`config.mk`:
```
export PLATFORM = sky130hd
export DESIGN_NAME = mem_arbiter
export DESIGN_NICKNAME = d
export VERILOG_FILES = /design/src/rtl/mem_arbiter.sv
export SDC_FILE = /design/constraint.sdc
export NUM_CORES = 1
export LEC_CHECK = 0
export ABC_CLOCK_PERIOD_IN_PS = 5900
export CORE_AREA = 2 2 363 365
export DETAILED_ROUTE_END_ITERATION = 6
export DIE_AREA = 0 0 365 367
export PLACE_DENSITY = 0.35
export SLEW_MARGIN = 5
export SYNTH_ARGS = -nofsm -noshare
export SYNTH_HDL_FRONTEND = slang
export SYNTH_SLANG_ARGS = --single-unit
```
`constraint.sdc`:
```
create_clock -name clk -period 5.9 [get_ports clk]
set_input_delay 1.77 -clock clk [delete_from_list [all_inputs] [get_ports clk]]
set_output_delay 1.77 -clock clk [all_outputs]
set_load 0.05 [all_outputs]
```
`src/rtl/mem_arbiter.sv`:
```
`default_nettype none
// ============================================================================
// Module      : mem_arbiter
// Description : Two-requester (ic/dc) round-robin arbiter onto one memory port,
//               with separate address/data handshakes and multi-beat reads.
// Revision    : 1.0 - initial release
// ============================================================================
module mem_arbiter #(
   parameter int ADDR_BITS  = 28,
   parameter int DATA_BITS  = 128,
   parameter int READ_BEATS = 4
) (
   input  logic                   clk,
   input  logic                   reset,
   // instruction cache
   input  logic                   ic_mem_req_valid,
   output logic                   ic_mem_req_ready,
   input  logic [ADDR_BITS-1:0]   ic_mem_req_addr,
   input  logic                   ic_mem_req_rw,
   input  logic                   ic_mem_req_data_valid,
   output logic                   ic_mem_req_data_ready,
   input  logic [DATA_BITS-1:0]   ic_mem_req_data_bits,
   input  logic [DATA_BITS/8-1:0] ic_mem_req_data_mask,
   output logic                   ic_mem_resp_valid,
   output logic [DATA_BITS-1:0]   ic_mem_resp_data,
   // data cache
   input  logic                   dc_mem_req_valid,
   output logic                   dc_mem_req_ready,
   input  logic [ADDR_BITS-1:0]   dc_mem_req_addr,
   input  logic                   dc_mem_req_rw,
   input  logic                   dc_mem_req_data_valid,
   output logic                   dc_mem_req_data_ready,
   input  logic [DATA_BITS-1:0]   dc_mem_req_data_bits,
   input  logic [DATA_BITS/8-1:0] dc_mem_req_data_mask,
   output logic                   dc_mem_resp_valid,
   output logic [DATA_BITS-1:0]   dc_mem_resp_data,
   // memory side
   output logic                   mem_req_valid,
   input  logic                   mem_req_ready,
   output logic [ADDR_BITS-1:0]   mem_req_addr,
   output logic                   mem_req_rw,
   output logic                   mem_req_data_valid,
   input  logic                   mem_req_data_ready,
   output logic [DATA_BITS-1:0]   mem_req_data_bits,
   output logic [DATA_BITS/8-1:0] mem_req_data_mask,
   input  logic                   mem_resp_valid,
   input  logic [DATA_BITS-1:0]   mem_resp_data,
   output logic                   stray_resp
);

   localparam int CNT_W = (READ_BEATS > 1) ? $clog2(READ_BEATS) : 1;
   localparam logic [CNT_W-1:0] LAST_BEAT = CNT_W'(READ_BEATS - 1);

   localparam logic [1:0] IDLE   = 2'd0;
   localparam logic [1:0] ADDR   = 2'd1;
   localparam logic [1:0] RBEATS = 2'd2;

   localparam logic OWN_IC = 1'b0;
   localparam logic OWN_DC = 1'b1;

   logic [1:0]       r_state;
   logic             r_owner;
   logic             r_last_grant;
   logic             r_addr_done;
   logic             r_data_done;
   logic [CNT_W-1:0] r_cnt;
   logic             r_stray;

   logic w_in_addr;
   logic w_own_valid;
   logic w_own_rw;
   logic w_own_dv;
   logic w_req_ready;
   logic w_data_ready;
   logic w_addr_fire;
   logic w_data_fire;
   logic w_beat;
   logic w_grant;

   // Request fields are passed straight through from the current owner.
   assign w_own_valid       = (r_owner == OWN_DC) ? dc_mem_req_valid      : ic_mem_req_valid;
   assign w_own_rw          = (r_owner == OWN_DC) ? dc_mem_req_rw         : ic_mem_req_rw;
   assign w_own_dv          = (r_owner == OWN_DC) ? dc_mem_req_data_valid : ic_mem_req_data_valid;
   assign mem_req_addr      = (r_owner == OWN_DC) ? dc_mem_req_addr       : ic_mem_req_addr;
   assign mem_req_data_bits = (r_owner == OWN_DC) ? dc_mem_req_data_bits  : ic_mem_req_data_bits;
   assign mem_req_data_mask = (r_owner == OWN_DC) ? dc_mem_req_data_mask  : ic_mem_req_data_mask;
   assign mem_req_rw        = w_own_rw;

   assign w_in_addr          = (r_state == ADDR);
   assign mem_req_valid      = w_in_addr & w_own_valid & ~r_addr_done;
   assign mem_req_data_valid = w_in_addr & w_own_rw & w_own_dv & ~r_data_done;
   assign w_req_ready        = w_in_addr & mem_req_ready & ~r_addr_done;
   assign w_data_ready       = w_in_addr & w_own_rw & mem_req_data_ready & ~r_data_done;
   assign w_addr_fire        = mem_req_valid & mem_req_ready;
   assign w_data_fire        = mem_req_data_valid & mem_req_data_ready;
   assign w_beat             = (r_state == RBEATS) & mem_resp_valid;

   assign ic_mem_req_ready      = w_req_ready  & (r_owner == OWN_IC);
   assign dc_mem_req_ready      = w_req_ready  & (r_owner == OWN_DC);
   assign ic_mem_req_data_ready = w_data_ready & (r_owner == OWN_IC);
   assign dc_mem_req_data_ready = w_data_ready & (r_owner == OWN_DC);
   assign ic_mem_resp_valid     = w_beat & (r_owner == OWN_IC);
   assign dc_mem_resp_valid     = w_beat & (r_owner == OWN_DC);
   assign ic_mem_resp_data      = mem_resp_data;
   assign dc_mem_resp_data      = mem_resp_data;
   assign stray_resp            = r_stray;

   // On a tie the requester that did not win last time gets the port.
   assign w_grant = (ic_mem_req_valid & dc_mem_req_valid) ? ~r_last_grant : dc_mem_req_valid;

   always_ff @(posedge clk or posedge reset) begin
      if (reset) begin
         r_state      <= IDLE;
         r_owner      <= OWN_DC;
         r_last_grant <= OWN_IC;
         r_addr_done  <= 1'b0;
         r_data_done  <= 1'b0;
         r_cnt        <= '0;
      end else begin
         case (r_state)
            IDLE: begin
               if (ic_mem_req_valid | dc_mem_req_valid) begin
                  r_owner      <= w_grant;
                  r_last_grant <= w_grant;
                  r_state      <= ADDR;
               end
            end
            ADDR: begin
               if (!w_own_rw) begin
                  if (w_addr_fire) begin
                     r_state <= RBEATS;
                     r_cnt   <= '0;
                  end
               end else if ((r_addr_done | w_addr_fire) & (r_data_done | w_data_fire)) begin
                  r_state     <= IDLE;
                  r_addr_done <= 1'b0;
                  r_data_done <= 1'b0;
               end else begin
                  if (w_addr_fire) r_addr_done <= 1'b1;
                  if (w_data_fire) r_data_done <= 1'b1;
               end
            end
            RBEATS: begin
               if (mem_resp_valid) begin
                  if (r_cnt == LAST_BEAT) begin
                     r_state <= IDLE;
                     r_cnt   <= '0;
                  end else begin
                     r_cnt <= r_cnt + CNT_W'(1);
                  end
               end
            end
            default: r_state <= IDLE;
         endcase
      end
   end

   always_ff @(posedge clk or posedge reset) begin
      if (reset)                                   r_stray <= 1'b0;
      else if (mem_resp_valid && r_state != RBEATS) r_stray <= 1'b1;
   end

endmodule
`default_nettype wire

```
Word level (Yosys, flattened, before mapping)

Cells that the tools add are included.

$lt $le $gt $ge: 0
Divide/modulo/power cells: 0
Equality and inequality tests: 11
Multiplexer cells: 23
Add/subtract/negate cells: 1
Bitwise gates (word level): 27
Multiply operators: 0
Shift-type cells: 0
Reductions and logical operators: 10

Operators by type and width:

| cell                                                   | count |
|---|---|
| 2-to-1 mux 128 bit                                     | 1 |
| 2-to-1 mux 28 bit                                      | 1 |
| bitwise AND 1 bit                                      | 20 |
| 2-to-1 mux 2 bit                                       | 10 |
| 2-to-1 mux 16 bit                                      | 1 |
| 2-to-1 mux 1 bit                                       | 8 |
| inequality test 2 bit (second input constant)          | 4 |
| case mux 2 bit (3 select lines)                        | 1 |
| AND reduction 3 bit                                    | 2 |
| nonzero test 2 bit                                     | 3 |
| AND reduction 5 bit                                    | 1 |
| equality test 2 bit (second input constant)            | 2 |
| inequality test 2 x 1 -> 1 bit (second input constant) | 2 |
| inverter 1 bit                                         | 4 |
| case mux 2 bit (2 select lines)                        | 1 |
| AND reduction 4 bit                                    | 1 |
| inequality test 3 x 1 -> 1 bit (second input constant) | 1 |
| inequality test 3 x 2 -> 1 bit (second input constant) | 1 |
| bitwise OR 1 bit                                       | 3 |
| adder 2 x 1 -> 2 bit (second input constant)           | 1 |
| equality test 2 x 1 -> 1 bit (second input constant)   | 1 |
| logical NOT 2 bit                                      | 1 |
| AND reduction 2 bit                                    | 1 |
| logical AND 1 bit                                      | 1 |

Memory bits (writable): 0
Latch bits: 0
Memory bits (read-only): 0
Register bits after elaboration: 9
Bits of input ports: 483
Memories: 0

Longest topological paths before layout

Depth after elaboration: 10
Gate-level depth with buffers: 5
Gate-level depth less buffers: 4

Worst setup path after synthesis

No wires, ideal clock.

Kind: in2out
Start point: in dc_mem_req_rw
End point: out mem_req_data_valid
Cell stages on the path: 4
Required time: 4.130 ns
Slack: 0.797 ns
Arrival: 3.333 ns
Path buffers: 0
Path through: mux2i_4 > clkinv_2 > nand2_2 > nor3b_1

Longest elaborated chain between the ends: 4

Ends and longest elaborated chain:

| item                           | line | source |
|---|---|---|
| start, declared                | 30   | `input logic dc_mem_req_rw,` |
| 2-to-1 mux 1 bit               | 82   | `assign w_own_rw = (r_owner == OWN_DC) ? dc_mem_req_rw : ic_mem_req_rw;` |
| via mem_req_rw                 | 41   | `output logic mem_req_rw,` |
| bitwise AND 1 bit (3 in a row) | 91   | `assign mem_req_data_valid = w_in_addr & w_own_rw & w_own_dv & ~r_data_done;` |
| end, declared                  | 42   | `output logic mem_req_data_valid,` |

The timed path passes the listed nets, and every way through them passes these cells.

Worst setup path in the final report

Start point: in ic_mem_req_data_bits[111]
End point: out mem_req_data_bits[111]

Longest elaborated chain between the ends: 1

Ends and longest elaborated chain:

| item               | line | source |
|---|---|---|
| start, declared    | 22   | `input logic [DATA_BITS-1:0] ic_mem_req_data_bits,` |
| 2-to-1 mux 128 bit | 85   | `assign mem_req_data_bits = (r_owner == OWN_DC) ? dc_mem_req_data_bits : ic_mem_req_data_bits;` |
| end, declared      | 44   | `output logic [DATA_BITS-1:0] mem_req_data_bits,` |

No other way between the ends.

==> impl_metrics.ini <==
[critical_path]
end_kind = output pin
critPathMaxFanout = 1
critical_path_required_ns = 4.13
critPathKind = primary input to output pin
arrival_ns = 3.40
start_kind = primary input

[clocking]
cts_hold_buffers = 0
cts_tree = done
htreeDepth = 1
clk_latency_ns = 0.24
numCtsBuffers = 3
clk_pin_slew_ns = 0.04
post_cts_buffers = 0
clock-root-buffer = clkbuf_16
cts_buffer_depth = 2
ctsResizeCount = 0
numClockSinks = 9

[synthesis]
synthesis.nets = 993
synth_xor_area_frac = 0
synth_cells = 509
synth.largest_area_cell = buf_4
synth_compound_area_frac = 0.0280
synthMuxAreaShare = 0.436
synth_area_per_cell_sq_um = 9.05
synthAdderAreaFrac = 0.00272
synth.top_cell.area_share = 0.435
yosys_warnings = 0
synth_area_leaders = buf_4 44%, mux2_2 42%, dfrtp_1 4.3%
ys_ff_latch = 9
synth_top_family_by_area = buffers and inverters
yosysSeqAreaShare = 0.0492
netlist_area_sq_mm = 0.00461
synth.distinct_cells = 36
synth-simple-area-share = 0.0331

[power_and_ir_drop]
power_density_mw_per_mm2 = 420
swShare = 0.655
p_clk_frac = 0.029
p_seq_frac = 0.031
ir_worst_vdd_mv = 0.257
power_report.internal_total_w = 0.00144
p_comb_frac = 0.940
switchingPower_w = 0.00274
p_leak_nw = 3.19

[global_route]
grt_pass1_wl_um = 78800
grt_antenna_before_repair = 13
overflow = 0
grt_usage = 0.0959
grt_start_max_net_pins = 97
first_global_vias = 5414

[detailed_routing]
vias_per_cell = 1.94
drtPass1Iterations = 4
drtIter0Drc = 123
drt-total-wl_um = 68300
wl_met3_um = 10200
wl_met1_um = 27400
ant_nets = 0
drcViolationCount = 0
avgRoutedWirePerCell_um = 26.9
vias = 4923
dr_wl_met2_um = 30000
top_layer_used = met4

[placement]
hpwlAfterDp_um = 65000
numPortBuffers = 536
dp.cells = 2527
gp_congestion = 0.809

[job]
drv_cap = 0

[status]
status = finished clean

[floorplanning]
die_w_um = 365
initial_core_util = 0.0353
num_rows = 133
ios = 921
core_area_sq_mm = 0.130
die_h_um = 367
dieArea_sq_mm = 0.134

[timing]
setup_tns_ns = 0
final_max_slew_viol_count = 0
worst_hold_slack_ns = 0.455
min_period_ns = 5.17
max_freq_mhz = 193
rsz0062_at_grt = false
hold_viol = 0
max-slew-margin-rel = 0.493
finClkSkew_ns = 0.00205
worst_pin_slew_ns = 0.757
setup_viol = 0
min_period_over_period = 0.876

[layout]
areaGrowthSynthToFinish_pct = 116
drive_gt1_frac = 0.406
final_cell_count_no_fill = 2537
fill_cells = 15378
nNetsFinal = 1261

[worst_hold_path]
hp-class = flip-flop to flip-flop
## synthesized netlist by cell type
library cell,instances
a21o_1,2
a21oi_1,3
a31oi_1,2
a32o_1,1
a41oi_1,1
and2_4,1
and2b_1,1
buf_2,7
buf_4,267
buf_6,2
clkinv_2,1
dfrtp_1,8
dfstp_2,1
ha_1,1
inv_1,3
mux2_2,172
mux2_4,1
mux2i_1,2
mux2i_2,1
mux2i_4,1
nand2_1,4
nand2_2,1
nand2b_1,2
nand3_1,2
nand4bb_1,1
nor2_1,7
nor2b_1,1
nor3_1,1
nor3b_1,1
nor4_1,1
nor4b_2,2
o211ai_1,2
o21ai_0,2
o221ai_1,2
o22a_1,1
o311ai_2,1
## metrics by stage
step	worst slack [ns]	total power, W	util	instance area, sq um
finish	0.729	0.00418	0.0761	9930
global route	0.649	0.00441	0.0760	9920
CTS	0.693	0.00439	0.0760	9920
detailed placement	0.697	0.00425	0.0754	9840
global placement	0.714	0.00424	0.0754	9840
floorplan	0.797	0.00288	-	4610
## registers in the layout, summed over array words and instances, names as in the netlist
register      flops
r_data_done       1
r_state           2
r_last_grant      1
r_cnt             2
r_owner           1
stray_resp        1
r_addr_done       1
## area by class of cell
type,count,area [sq um],area share
antenna,6,15.0,0.00151
clock buffer,4,78.8,0.00794
inverter,4,16.3,0.00164
multi-input combinational,220,2300,0.232
sequential,9,230,0.0232
tap,1755,2200,0.221
timing repair buffer,539,5090,0.513
## cells by family after synthesis
| logic type | after synthesis |
|---|---|
| AOI/OAI and AO/OA | 17 |
| adders and majority gates | 1 |
| buffers and inverters | 280 |
| DFF | 9 |
| muxes | 177 |
| and+or+nand+nor | 25 |
## power by group through the flow
stage	logic [W]	registers, W	clock network [W]
finish	0.00393	0.000130	0.000121
CTS	0.00414	0.000130	0.000123
floorplan	0.00277	0.000115	0
global route	0.00415	0.000135	0.000126
global placement	0.00411	0.000130	0
detailed placement	0.00412	0.000130	0
## per-layer routing
| metal | up-vias | GRT usage |
|---|---|---|
| li1 | 2018 | - |
| met1 | 2232 | 0.113 |
| met2 | 639 | 0.154 |
| met3 | 34 | 0.0590 |
| met4 | 0 | 0.00435 |
| met5 | - | 0 |
## final timing paths
check	from	end	slack [ns]	depth (start not counted)
max in group asynchronous	reset	r_owner	3.80	2
hold reg to reg	stray_resp	stray_resp	0.46	1
hold / removal	stray_resp	stray_resp	0.46	1
min in group asynchronous	reset	r_data_done	1.80	2
setup / recovery	ic_mem_req_data_bits[111]	mem_req_data_bits[111]	0.73	3
setup reg to reg	r_owner	r_data_done	3.82	5
## critical path: stages
cell	delay (ns)
clkdlybuf4s50_1	0.54
mux2_2	0.20
clkdlybuf4s50_1	0.89
## cells in the final DEF (no fill, tap or decap), drive strengths merged
| master | netlist | routed |
|---|---|---|
| nand2b | 2 | 2 |
| clkbuf | 0 | 4 |
| nor2b | 1 | 1 |
| inv | 3 | 3 |
| o211ai | 2 | 2 |
| nor4 | 1 | 1 |
| o21ai | 2 | 2 |
| a21o | 2 | 2 |
| nor4b | 2 | 2 |
| buf | 276 | 130 |
| nor2 | 7 | 7 |
| nor3b | 1 | 1 |
| nor3 | 1 | 1 |
| a32o | 1 | 1 |
| and2b | 1 | 1 |
| ha | 1 | 1 |
| o22a | 1 | 1 |
| o311ai | 1 | 1 |
| a21oi | 3 | 3 |
| a41oi | 1 | 1 |
| mux2i | 4 | 4 |
| dfstp | 1 | 1 |
| diode | 0 | 6 |
| nand2 | 5 | 5 |
| nand3 | 2 | 2 |
| clkdlybuf4s50 | 0 | 409 |
| a31oi | 2 | 2 |
| o221ai | 2 | 2 |
| clkinv | 1 | 1 |
| dfrtp | 8 | 8 |
| mux2 | 173 | 173 |
| nand4bb | 1 | 1 |
| and2 | 1 | 1 |
No activity file was read; power rests on OpenSTA's default activity.
